<file path="src/rtl/uart_rx_ovs.sv">
// Oversampling UART receiver: 3-sample majority vote per bit, runtime frame format,
// per-word error flags and a first-word-fall-through AXI-Stream FIFO with RTS flow control.
module uart_rx_ovs #(
  parameter int unsigned OVERSAMPLE  = 16,
  parameter int unsigned DEFAULT_DIV = 27,
  parameter logic [8:0]  DEFAULT_CFG = 9'h040,
  parameter int unsigned FIFO_DEPTH  = 16,
  parameter int unsigned AFULL_LEVEL = 12
) (
  input  logic                        aclk,
  input  logic                        aresetn,
  input  logic [24:0]                 s_axis_config_tdata,
  input  logic                        s_axis_config_tvalid,
  output logic                        s_axis_config_tready,
  output logic [8:0]                  m_axis_tdata,
  output logic [3:0]                  m_axis_tuser,
  output logic                        m_axis_tvalid,
  input  logic                        m_axis_tready,
  output logic [$clog2(FIFO_DEPTH):0] fill_level,
  input  logic                        rxd,
  output logic                        rtsn
);
  localparam int unsigned TickW = $clog2(OVERSAMPLE);
  localparam int unsigned PtrW  = $clog2(FIFO_DEPTH);
  localparam logic [TickW-1:0] TickLast = TickW'(OVERSAMPLE - 1);
  localparam logic [TickW-1:0] TickMid  = TickW'(OVERSAMPLE / 2);
  localparam logic [TickW-1:0] TickS0   = TickW'(OVERSAMPLE / 2 - 2);
  localparam logic [TickW-1:0] TickS1   = TickW'(OVERSAMPLE / 2 - 1);
  localparam logic [TickW-1:0] TickOne  = TickW'(1);
  localparam logic [PtrW-1:0]  PtrOne   = PtrW'(1);
  localparam logic [PtrW:0]    CntOne   = (PtrW + 1)'(1);
  localparam logic [PtrW:0]    CntFull  = (PtrW + 1)'(FIFO_DEPTH);
  localparam logic [PtrW:0]    CntAfull = (PtrW + 1)'(AFULL_LEVEL);

  typedef enum logic [2:0] {StIdle, StStart, StData, StParity, StStop, StBrkWait} state_e;

  state_e           state_q;
  logic [15:0]      div_q, div_cnt_q;
  logic [2:0]       par_q;
  logic [3:0]       nbits_q, bit_cnt_q;
  logic             two_stop_q, en_q, cfg_rdy_q;
  logic             rxd_meta_q, rxd_sync_q, rxd_prev_q;
  logic [TickW-1:0] tick_cnt_q;
  logic [1:0]       smp_q;
  logic [8:0]       shreg_q;
  logic             par_acc_q, par_err_q, frm_err_q, zero_q, stop2_q;

  logic       tick, at_mid, at_end, fall, bit_val, last_stop, brk_now, push, par_bad;
  logic [3:0] cfg_nb;
  logic [8:0] word_data;
  logic [2:0] word_user;

  assign tick      = (div_cnt_q == div_q - 16'd1);
  assign at_mid    = tick && (tick_cnt_q == TickMid);
  assign at_end    = tick && (tick_cnt_q == TickLast);
  assign fall      = rxd_prev_q && !rxd_sync_q;
  assign bit_val   = (smp_q[0] & smp_q[1]) | (smp_q[0] & rxd_sync_q) | (smp_q[1] & rxd_sync_q);
  assign last_stop = !two_stop_q || stop2_q;
  // With two stop bits the break decision was already folded into zero_q at stop 1.
  assign brk_now   = stop2_q ? zero_q : (zero_q && !bit_val);
  assign push      = (state_q == StStop) && at_mid && last_stop;
  assign word_data = brk_now ? 9'd0 : (shreg_q >> (4'd9 - nbits_q));
  assign word_user = {brk_now, frm_err_q | !bit_val | brk_now, par_err_q};
  assign cfg_nb    = s_axis_config_tdata[22:19];

  always_comb begin
    par_bad = 1'b0;
    case (par_q)
      3'd1:    par_bad = par_acc_q ^ bit_val;
      3'd2:    par_bad = !(par_acc_q ^ bit_val);
      3'd3:    par_bad = !bit_val;
      3'd4:    par_bad = bit_val;
      default: par_bad = 1'b0;
    endcase
  end

  always_ff @(posedge aclk or negedge aresetn) begin
    if (!aresetn) begin
      state_q    <= StIdle;
      div_q      <= 16'(DEFAULT_DIV);
      par_q      <= DEFAULT_CFG[2:0];
      nbits_q    <= DEFAULT_CFG[6:3];
      two_stop_q <= DEFAULT_CFG[7];
      en_q       <= DEFAULT_CFG[8];
      cfg_rdy_q  <= 1'b0;
      rxd_meta_q <= 1'b1;
      rxd_sync_q <= 1'b1;
      rxd_prev_q <= 1'b1;
      div_cnt_q  <= '0;
      tick_cnt_q <= '0;
      smp_q      <= '0;
      bit_cnt_q  <= '0;
      shreg_q    <= '0;
      par_acc_q  <= 1'b0;
      par_err_q  <= 1'b0;
      frm_err_q  <= 1'b0;
      zero_q     <= 1'b1;
      stop2_q    <= 1'b0;
    end else begin
      rxd_meta_q <= rxd;
      rxd_sync_q <= rxd_meta_q;
      rxd_prev_q <= rxd_sync_q;
      if (state_q != StIdle) begin
        div_cnt_q <= tick ? '0 : div_cnt_q + 16'd1;
        if (tick) begin
          tick_cnt_q <= tick_cnt_q + TickOne;
          if (tick_cnt_q == TickS0) smp_q[0] <= rxd_sync_q;
          if (tick_cnt_q == TickS1) smp_q[1] <= rxd_sync_q;
        end
      end
      unique case (state_q)
        StIdle: begin
          cfg_rdy_q <= 1'b1;
          if (s_axis_config_tvalid && cfg_rdy_q) begin
            div_q      <= (s_axis_config_tdata[15:0] == 16'd0) ? 16'd1 : s_axis_config_tdata[15:0];
            par_q      <= s_axis_config_tdata[18:16];
            nbits_q    <= (cfg_nb inside {[4'd5:4'd9]}) ? cfg_nb : 4'd8;
            two_stop_q <= s_axis_config_tdata[23];
            en_q       <= s_axis_config_tdata[24];
          end
          if (en_q && fall) begin
            state_q    <= StStart;
            cfg_rdy_q  <= 1'b0;
            div_cnt_q  <= '0;
            tick_cnt_q <= '0;
            bit_cnt_q  <= '0;
            shreg_q    <= '0;
            par_acc_q  <= 1'b0;
            par_err_q  <= 1'b0;
            frm_err_q  <= 1'b0;
            zero_q     <= 1'b1;
            stop2_q    <= 1'b0;
          end
        end
        StStart: begin
          if (at_mid && bit_val) begin
            state_q   <= StIdle;
            cfg_rdy_q <= 1'b1;
          end else if (at_end) begin
            state_q <= StData;
          end
        end
        StData: begin
          if (at_mid) begin
            shreg_q   <= {bit_val, shreg_q[8:1]};
            par_acc_q <= par_acc_q ^ bit_val;
            zero_q    <= zero_q && !bit_val;
          end
          if (at_end) begin
            if (bit_cnt_q == nbits_q - 4'd1) begin
              bit_cnt_q <= '0;
              state_q   <= (par_q != 3'd0) ? StParity : StStop;
            end else begin
              bit_cnt_q <= bit_cnt_q + 4'd1;
            end
          end
        end
        StParity: begin
          if (at_mid) begin
            par_err_q <= par_bad;
            zero_q    <= zero_q && !bit_val;
          end
          if (at_end) state_q <= StStop;
        end
        StStop: begin
          if (at_mid && last_stop) begin
            state_q    <= brk_now ? StBrkWait : StIdle;
            cfg_rdy_q  <= !brk_now;
            div_cnt_q  <= '0;
            tick_cnt_q <= '0;
          end else if (at_mid) begin
            frm_err_q <= frm_err_q || !bit_val;
            zero_q    <= zero_q && !bit_val;
          end else if (at_end) begin
            stop2_q <= 1'b1;
          end
        end
        StBrkWait: begin
          // Leave only after a full bit time of continuous idle-high line.
          if (tick) begin
            if (!rxd_sync_q) begin
              tick_cnt_q <= '0;
            end else if (tick_cnt_q == TickLast) begin
              state_q   <= StIdle;
              cfg_rdy_q <= 1'b1;
            end
          end
        end
        default: state_q <= StIdle;
      endcase
    end
  end

  logic [12:0]     mem_q [FIFO_DEPTH];
  logic [PtrW-1:0] wr_ptr_q, rd_ptr_q;
  logic [PtrW:0]   count_q;
  logic            ovr_q, rtsn_q, wr_en, pop, full;
  logic [12:0]     rd_word;

  assign full    = (count_q == CntFull);
  assign wr_en   = push && !full;
  assign pop     = m_axis_tvalid && m_axis_tready;
  assign rd_word = mem_q[rd_ptr_q];

  assign m_axis_tvalid        = (count_q != '0);
  assign m_axis_tdata         = m_axis_tvalid ? rd_word[8:0] : 9'd0;
  assign m_axis_tuser         = m_axis_tvalid ? rd_word[12:9] : 4'd0;
  assign fill_level           = count_q;
  assign rtsn                 = rtsn_q;
  assign s_axis_config_tready = cfg_rdy_q;

  always_ff @(posedge aclk) begin
    if (wr_en) mem_q[wr_ptr_q] <= {ovr_q, word_user, word_data};
  end

  always_ff @(posedge aclk or negedge aresetn) begin
    if (!aresetn) begin
      wr_ptr_q <= '0;
      rd_ptr_q <= '0;
      count_q  <= '0;
      ovr_q    <= 1'b0;
      rtsn_q   <= 1'b1;
    end else begin
      if (wr_en) wr_ptr_q <= wr_ptr_q + PtrOne;
      if (pop)   rd_ptr_q <= rd_ptr_q + PtrOne;
      unique case ({wr_en, pop})
        2'b10:   count_q <= count_q + CntOne;
        2'b01:   count_q <= count_q - CntOne;
        default: count_q <= count_q;
      endcase
      if (push && full) ovr_q <= 1'b1;
      else if (wr_en)   ovr_q <= 1'b0;
      rtsn_q <= (count_q >= CntAfull);
    end
  end

endmodule
</file>
<file path="config.mk">
export PLATFORM = sky130hd
export DESIGN_NAME = uart_rx_ovs
export DESIGN_NICKNAME = d
export VERILOG_FILES = /design/src/rtl/uart_rx_ovs.sv
export SDC_FILE = /design/constraint.sdc
export NUM_CORES = 1
export LEC_CHECK = 0
export ABC_AREA = 1
export BUFFER_PORTS_ARGS = -buffer_cell sky130_fd_sc_hd__buf_2
export CAP_MARGIN = 20
export CORE_ASPECT_RATIO = 1.1
export CORE_MARGIN = 2
export CORE_UTILIZATION = 43
export CTS_CLUSTER_DIAMETER = 40
export DETAILED_ROUTE_END_ITERATION = 8
export SYNTH_ARGS = -nofsm -noshare
export SYNTH_HDL_FRONTEND = slang
export SYNTH_SLANG_ARGS = --single-unit
</file>
<file path="constraint.sdc">
create_clock -name aclk -period 4.75 [get_ports aclk]
set_input_delay 0.95 -clock aclk [delete_from_list [all_inputs] [get_ports aclk]]
set_output_delay 0.95 -clock aclk [all_outputs]
set_load 0.03 [all_outputs]
</file>
==> key figures, run 1 <==
Outcome
  • Status: complete, no violations

Global route
  • Total grt overflow: 0
  • First-pass GRT wire length: 52,600 um
  • Vias in the first global route: 9,907
  • Initial antenna violation count: 0
  • Pin count of the biggest net entering global routing: 107
  • Gr usage total: 0.197

Critical path
  • RR Endpoint: fill_level[4]
  • R2r setup slk: 0.76 ns
  • Critical path class: flop to flop
  • Worst EP arrival: 4.43 ns
  • CP max stage delay: 0.53 ns
  • Cell mode on critical path: nand2_1
  • Required time worst endpoint: 5.19 ns
  • Setup crit start kind: flop
  • Worst R2R Start: div_q[0]
  • Reg2reg path depth: 25
  • Critical path endpoint category: flop
  • Crit-path max FO: 13
  • Critical path's slowest cell: dfstp_2

Route
  • Drt first pass iters: 5
  • Vias/cell: 5.26
  • DR vias: 10,100
  • Wirelength, routed: 32,600 um
  • Avg WL per Cell: 17.1 um
  • Iter 0 DRT Violations: 673
  • Antenna Violating Nets Remaining: 0
  • DR DRC count: 0

Clock tree
  • Setup bufs post-CTS: 0
  • TritonCTS clock tree: built
  • H-tree Lvls: 2
  • Worst-Skew Late Latency: 0.53 ns
  • Worst-case clock buffer depth: 3
  • Root buffer cell: clkbuf_16
  • Clock-pin slew on the worst setup and hold paths: 0.05 ns
  • Hold-fix buffers, CTS: 0
  • Num Clock Sinks: 295
  • Post-CTS sizing: 0
  • Cts bufs inserted: 41

Logic synthesis
  • Register area share after synthesis: 0.606
  • Seq cells post-synth: 295
  • Synth Warn #: 0
  • Syn nets: 1,429
  • Synth top area cells: edfxtp_1, dfrtp_1, nand2_1
  • Mapped Cells: 1,383
  • Synth area leader: edfxtp_1
  • Number of synthesized flops with an enable pin: 208
  • Yosys top cell area share: 0.449
  • Top FF cell, synth: edfxtp_1
  • Post-synthesis cell type count: 50
  • Mean post-synth cell area: 10.1 um^2
  • Mapped Area: 13,900 um^2
  • FFs w/ async S/R, synth: 0.295

STA
  • Final Slew Violations: 0
  • F_max: 0.251 GHz
  • Post-Route Setup TNS: 0 ns
  • Final hold violations: 0
  • Clk_skew: 0.0269 ns
  • Unrepaired setup endpoints after global routing: no
  • Finish-stage setup viols: 0
  • Slew headroom: 0.271
  • Post-layout min period: 3.99 ns
  • Tcrit/Tclk final: 0.840
  • Worst slew pin tran: 1.09 ns

Run
  • Max-cap violations: 0

Placement
  • Placed cell areas: 14,800 um^2
  • Post-DP HPWL: 21,100 um
  • Placer Congestion: 0.868
  • IO buf count: 50

Power
  • Int Power: 0.00603 W
  • Sw Ratio: 0.400
  • Pwr per Cell Area: 623 nW/um^2
  • P_sw: 0.00401 W
  • VDD IR max: 0.331 mV
  • Comb power frac: 0.371
  • Leak: 6.31 nW
  • Register share of total power: 0.337
  • Clk pwr share: 0.292

Final layout
  • Area of the multi-input gates: 4880 um^2
  • # diodes: 0
  • Final #Nets: 1,498
  • Fill cell count: 2,980
  • Layout Utilization: 0.502
  • Reg area: 8440 um^2
  • Area growth from synthesis to final layout: 15.9%
  • Layout cells sized above 1: 0.147
  • Cell area after layout: 16,100 um^2

Floorplanning
  • Die W: 175 um
  • I/O pin cnt: 51
  • Core area: 32,100 um^2
  • Cell row count: 69
  • Starting Density: 0.433
  • Die footprint: 33,800 um^2
  • Die height: 193 um

Hold path
  • Hold Crit Start: rxd_meta_q
  • Hold EP: rxd_sync_q
  • HP Class: flop to flop
  • Worst hold stages: 0
## cell usage after synthesis, drive strengths merged, types with 2 or more instances
cell type  instances
o221ai            38
nand3b             3
nand2            244
nor2             220
o21ai            165
dfrtp             77
clkinv             2
or2                4
buf                5
ha                16
nand3             76
xor2              38
o22ai             24
nor3              21
a21oi             23
dfstp             10
clkbuf            50
nor4               7
inv              109
a211oi             2
edfxtp           208
xnor2             11
nand4             13
o211ai             4
o31ai              2
o21a               2
## cell families (layout without fill, tap and decap cells)
family	count (synthesis)	in the layout	share of synthesized area
adder cells (fa/ha/maj)	16	16	0.0144
XOR/XNOR	49	49	0.0309
AND/OR/NAND/NOR	589	589	0.187
AO/OA/AOI/OAI	267	267	0.113
multiplexers	1	1	0.000810
buffers and inverters	166	268	0.0471
flip-flops	295	295	0.606
## sequential cells by signal (all words and copies together) (netlist names), 4 cells and up
| signal | cells |
|---|---|
| tick_cnt_q | 4 |
| wr_ptr_q | 4 |
| mem_q | 208 |
| div_cnt_q | 16 |
| nbits_q | 4 |
| rd_ptr_q | 4 |
| shreg_q | 9 |
| fill_level | 5 |
| bit_cnt_q | 4 |
| div_q | 16 |
## power groups by stage
stage	combinational, W	sequential [W]	clock, W
after floorplan	0.00270	0.00338	0
after global placement	0.00369	0.00342	0
after detailed placement	0.00374	0.00343	0
after CTS	0.00375	0.00338	0.00300
after global routing	0.00419	0.00342	0.00311
final	0.00373	0.00338	0.00293
## how the worst max path moves through the flow
stage / from / endpoint / slack, ns / cells past startpoint
after floorplan: div_q[0] / fill_level[4] / 1.24 / 26
after global placement: div_q[0] / fill_level[4] / 0.92 / 25
after detailed placement: div_q[0] / fill_level[4] / 0.80 / 25
after CTS: div_q[0] / fill_level[4] / 0.76 / 25
after global routing: div_q[0] / fill_level[4] / 0.36 / 25
final: div_q[0] / fill_level[4] / 0.76 / 25
## worst max-delay path, delay by kind of cell, from the launching register on
kind            cells  cell delay, ns
flops               1            0.53
compound gates      3            0.40
buf+inv             3            0.18
fa+ha+maj           3            0.87
simple gates       14            1.55
xor+xnor            2            0.36
## cell usage in the layout (no fill, tap or decap), drive strengths merged, types with 16 or more instances in the layout
master | synthesis | final
a21oi | 23 | 23
buf | 5 | 81
clkbuf | 50 | 52
clkinv | 2 | 16
dfrtp | 77 | 77
edfxtp | 208 | 208
ha | 16 | 16
inv | 109 | 116
nand2 | 244 | 244
nand3 | 76 | 76
nor2 | 220 | 220
nor3 | 21 | 21
o21ai | 165 | 165
o221ai | 38 | 38
o22ai | 24 | 24
xor2 | 38 | 38
## area by class of cell
cell class	instances	area share
Multi-Input combinational cell	922	0.303
Clock inverter	24	0.0141
Sequential cell	295	0.523
Timing Repair Buffer	81	0.0319
Inverter	111	0.0258
Tap cell	426	0.0331
Clock buffer	52	0.0688
## through the flow
step	worst slack (ns)	cells	hold WS, ns	total power [W]
after floorplan	1.24	1383	0.345	0.00609
after global placement	0.924	1834	0.356	0.00712
after detailed placement	0.798	1834	0.359	0.00716
after CTS	0.762	1910	0.364	0.0101
after global routing	0.365	1911	0.363	0.0107
final	0.759	1911	0.360	0.0100
## metal layers
| layer | up-vias | GRT usage | part of all wire |
|---|---|---|---|
| met3 | 56 | 0.0280 | 0.048 |
| met4 | 0 | 0.0591 | 0.024 |
| li1 | 4934 | - | - |
| met5 | - | 0 | 0 |
| met2 | 223 | 0.350 | 0.49 |
| met1 | 4839 | 0.251 | 0.44 |
Power figures use the tool's default switching activity.
==> run 2, diff against run 1 <==
--- a/config.mk
+++ b/config.mk
@@ -5,7 +5,7 @@
 export SDC_FILE = /design/constraint.sdc
 export NUM_CORES = 1
 export LEC_CHECK = 0
-export ABC_AREA = 1
+export ABC_AREA = 0
 export BUFFER_PORTS_ARGS = -buffer_cell sky130_fd_sc_hd__buf_2
 export CAP_MARGIN = 20
 export CORE_ASPECT_RATIO = 1.1
==> constraint.sdc (replaced) <==
create_clock -name aclk -period 3.5 [get_ports aclk]
set_input_delay 0.7 -clock aclk [delete_from_list [all_inputs] [get_ports aclk]]
set_output_delay 0.7 -clock aclk [all_outputs]
set_load 0.03 [all_outputs]
==> run 2 against run 1 <==
The flow now finishes with violations (setup timing); global-route usage fell by 0.74 points; core utilization grew 4.8 points; flip-flop and latch count unchanged; first-iteration DRC count down 3.0%; clock power is 54% higher; die area down 4.2%; via count shrank 18%; largest cell class unchanged.
==> key figures, run 2 <==
Clock tree
  • Num Clock Sinks: 295 (unchanged)
  • Cts bufs inserted: 42 (was 41)
  • Hold-fix buffers, CTS: 0 (unchanged)
  • Clock-pin slew on the worst setup and hold paths: 0.06 ns (was 0.05 ns)
  • H-tree Lvls: 2 (unchanged)
  • Worst-Skew Late Latency: 0.53 ns (about the same)
  • TritonCTS clock tree: built (unchanged)
  • Root buffer cell: clkbuf_16 (unchanged)
  • Worst-case clock buffer depth: 3 (unchanged)

Logic synthesis
  • Mapped Area: 13,300 um^2 (was 13,900 um^2)
  • Synth top area cells: edfxtp_1, dfrtp_1, mux4_2 (was edfxtp_1, dfrtp_1, nand2_1)
  • Synth Warn #: 0 (unchanged)
  • Mean post-synth cell area: 14.3 um^2 (was 10.1 um^2)
  • Syn nets: 978 (was 1,429)
  • Mapped Cells: 932 (was 1,383)
  • Post-synth top cells: edfxtp_1, nand2_1, dfrtp_1 (was nand2_1, edfxtp_1, nor2_1)
  • FFs w/ async S/R, synth: 0.295 (unchanged)
  • Most frequent cell after synthesis: edfxtp_1 (was nand2_1)
  • Seq cells post-synth: 295 (unchanged)
  • Number of synthesized flops with an enable pin: 208 (unchanged)
  • Yosys top cell area share: 0.469 (was 0.449)
  • Post-synthesis cell type count: 72 (was 50)
  • Top FF cell, synth: edfxtp_1 (unchanged)
  • Synth area leader: edfxtp_1 (unchanged)
  • Register area share after synthesis: 0.633 (was 0.606)

Power
  • Total power: 0.0120 W (was 0.0100 W)
  • Leak: 5.80 nW (was 6.31 nW)
  • Pwr per Cell Area: 715 nW/um^2 (was 623 nW/um^2)
  • VDD IR max: 0.421 mV (was 0.331 mV)

Placement
  • IO buf count: 50 (unchanged)
  • Placed cells: 1,434 (was 1,834)
  • Placer Congestion: 0.821 (was 0.868)
  • Post-DP HPWL: 19,100 um (was 21,100 um)

Critical path
  • CP max stage delay: 0.48 ns (was 0.53 ns)
  • Setup crit start kind: flop (unchanged)
  • CP cell instances: inv_4 > ha_4 > or4b_4 > a2111o_1 > a211oi_2 > nand4_2 > nor4b_4 > buf_4 > and4bb_2 > inv_4 > ha_4 > xor2_1 > ha_2 > nand3_2 > o21ai_1 > a222oi_1 > nor2_1 > xor2_1
  • Crit path buf inv count: 3 (unchanged)
  • Worst EP arrival: 4.15 ns (was 4.43 ns)
  • Critical path's slowest cell: or4b_4 (was dfstp_2)
  • Crit-path max FO: 3 (was 13)
  • Critical path class: flop to flop (unchanged)
  • Top delay family on crit path: simple AND/OR/NAND/NOR gates (unchanged)
  • Required time worst endpoint: 3.89 ns (was 5.19 ns)
  • Critical path endpoint category: flop (unchanged)

Global route
  • Gr usage total: 0.190 (was 0.197)
  • Initial antenna violation count: 0 (unchanged)
  • Vias in the first global route: 8,356 (was 9,907)
  • Total grt overflow: 0 (unchanged)
  • Pin count of the biggest net entering global routing: 58 (was 107)
  • First-pass GRT wire length: 46,900 um (was 52,600 um)

Route
  • DR DRC count: 0 (unchanged)
  • Vias/cell: 5.35 (was 5.26)
  • Avg WL per Cell: 19.4 um (was 17.1 um)
  • Wirelength, routed: 29,800 um (was 32,600 um)
  • DR vias: 8,201 (was 10,100)
  • Drt first pass iters: 5 (unchanged)
  • Iter 0 DRT Violations: 653 (was 673)
  • Antenna Violating Nets Remaining: 0 (unchanged)

Final layout
  • Max reg flops: 208 (unchanged)
  • Fill cell count: 2,543 (was 2,980)
  • Layout cells sized above 1: 0.317 (was 0.147)
  • Most frequent cells in the layout: edfxtp_1, nand2_1, dfrtp_1, buf_4, mux4_2 (was nand2_1, edfxtp_1, nor2_1, o21ai_0, inv_1)
  • Largest reg by FF count: mem_q (unchanged)
  • Largest regs: mem_q x208, div_cnt_q x16, div_q x16 (unchanged)
  • Area growth from synthesis to final layout: 26.0% (was 15.9%)
  • Final #Nets: 1,130 (was 1,498)
  • Most common cell after layout, fill and taps aside: edfxtp_1 (was nand2_1)
  • Non-Filler Instances: 1,532 (was 1,911)
  • # diodes: 0 (unchanged)

Floorplanning
  • I/O pin cnt: 51 (unchanged)
  • Die height: 189 um (was 193 um)
  • Die footprint: 32,400 um^2 (was 33,800 um^2)
  • Core area: 30,500 um^2 (was 32,100 um^2)
  • Die W: 172 um (was 175 um)
  • Starting Density: 0.436 (was 0.433)
  • Cell row count: 67 (was 69)

STA
  • Tcrit/Tclk final: 1.07 (was 0.840)
  • Finish-stage setup viols: 208 (was 0)
  • Slew headroom: 0.423 (was 0.271)
  • Unrepaired setup endpoints after global routing: yes (was no)
  • Clk_skew: 0.0282 ns (was 0.0269 ns)
  • Final hold violations: 0 (unchanged)
  • F_max: 0.266 GHz (was 0.251 GHz)
  • Post-layout min period: 3.76 ns (was 3.99 ns)
  • Worst slew pin tran: 0.856 ns (was 1.09 ns)
  • Final Slew Violations: 0 (unchanged)
  • Setup WS post-layout: -0.262 ns (was 0.759 ns)
  • Post-Route Setup TNS: -10.46 ns (was 0 ns)

Outcome
  • Status: complete, but fails checks (was complete, no violations)
  • Failing checks: setup timing

Run
  • Max-cap violations: 0 (unchanged)

Hold path
  • HP Class: input port to asynchronous set/reset pin (was flop to flop)
## run 2: changes by cell type after synthesis, sizes merged, moves of 16 or more
cell / before / now
o22ai: 24 / 3
clkbuf: 50 / 34
nand3: 76 / 14
nor2b: 0 / 23
mux2i: 0 / 17
nand2: 244 / 109
mux4: 0 / 67
o21ai: 165 / 22
o221ai: 38 / 1
inv: 109 / 27
nor2: 220 / 71
## run 2: power by group
group | switching, W | internal [W] | total, W
logic | 0.00161 | 0.00153 | 0.00314
registers | 0.000368 | 0.00399 | 0.00436
clock network | 0.00156 | 0.00295 | 0.00451
## run 2: stage by stage
| stage | instance area [um^2] | utilization | hold WS, ns | worst slack, ns |
|---|---|---|---|---|
| after floorplan | 13500 | - | 0.345 | -0.368 |
| after global placement | 15000 | 0.491 | 0.349 | -0.356 |
| after detailed placement | 15000 | 0.491 | 0.350 | -0.373 |
| after CTS | 16800 | 0.550 | 0.126 | -0.341 |
| after global routing | 16800 | 0.550 | 0.147 | -0.480 |
| final | 16800 | 0.550 | 0.128 | -0.262 |
## run 2: logic make-up after synthesis
family | Yosys count | synth area share
mux | 90 | 0.131
xor+xnor | 50 | 0.0329
fa+ha+maj | 16 | 0.0150
flops | 295 | 0.633
simple gates | 315 | 0.117
compound gates | 93 | 0.0483
buf+inv | 73 | 0.0222
## run 2: final timing paths
path                                       to       start  depth (start not counted)  slack, ns
worst max register to register  fill_level[4]    div_q[0]                         18      -0.26
worst min register to register     rxd_sync_q  rxd_meta_q                          0       0.35
worst min-delay path              rd_ptr_q[0]     aresetn                          1       0.13
max in group asynchronous            div_q[0]     aresetn                          2       2.67
worst max-delay path            fill_level[4]    div_q[0]                         18      -0.26
min in group aclk                  rxd_meta_q         rxd                          1       0.29
## run 2: routing by layer
metal  global-route usage  vias up  share of wire
met4               0.0572        0          0.024
met1                0.241     4080           0.42
met2                0.330      214           0.52
met5                    0        -              0
li1                     -     3849              -
met3               0.0336       58          0.043
## run 2: timing repair
item,4_1_cts,5_1_grt
pin swaps,11,5
gates resized for setup,16,8
buffers inserted,14,5
endpoints found under the setup margin,222,235
cloned,4,0
## run 2: worst register-to-register path: stages (launching register included)
cell and delay, ns:
dfstp_2 0.37, inv_4 0.06, ha_4 0.12, or4b_4 0.48, a2111o_1 0.39, a211oi_2 0.21, nand4_2 0.15, nor4b_4 0.29
buf_4 0.16, and4bb_2 0.29, inv_4 0.05, ha_4 0.15, xor2_1 0.14, ha_2 0.20, nand3_2 0.07, o21ai_1 0.06
a222oi_1 0.21, nor2_1 0.08, xor2_1 0.14
## run 2: final cells by class
type | count | area (um^2) | share of cell area
Tap cell | 414 | 518 | 0.0309
Clock buffer | 52 | 1150 | 0.0685
Timing Repair Buffer | 154 | 1380 | 0.0819
Sequential cell | 295 | 8440 | 0.503
Clock inverter | 26 | 392 | 0.0233
Multi-Input combinational cell | 564 | 4800 | 0.286
Inverter | 27 | 109 | 0.00649
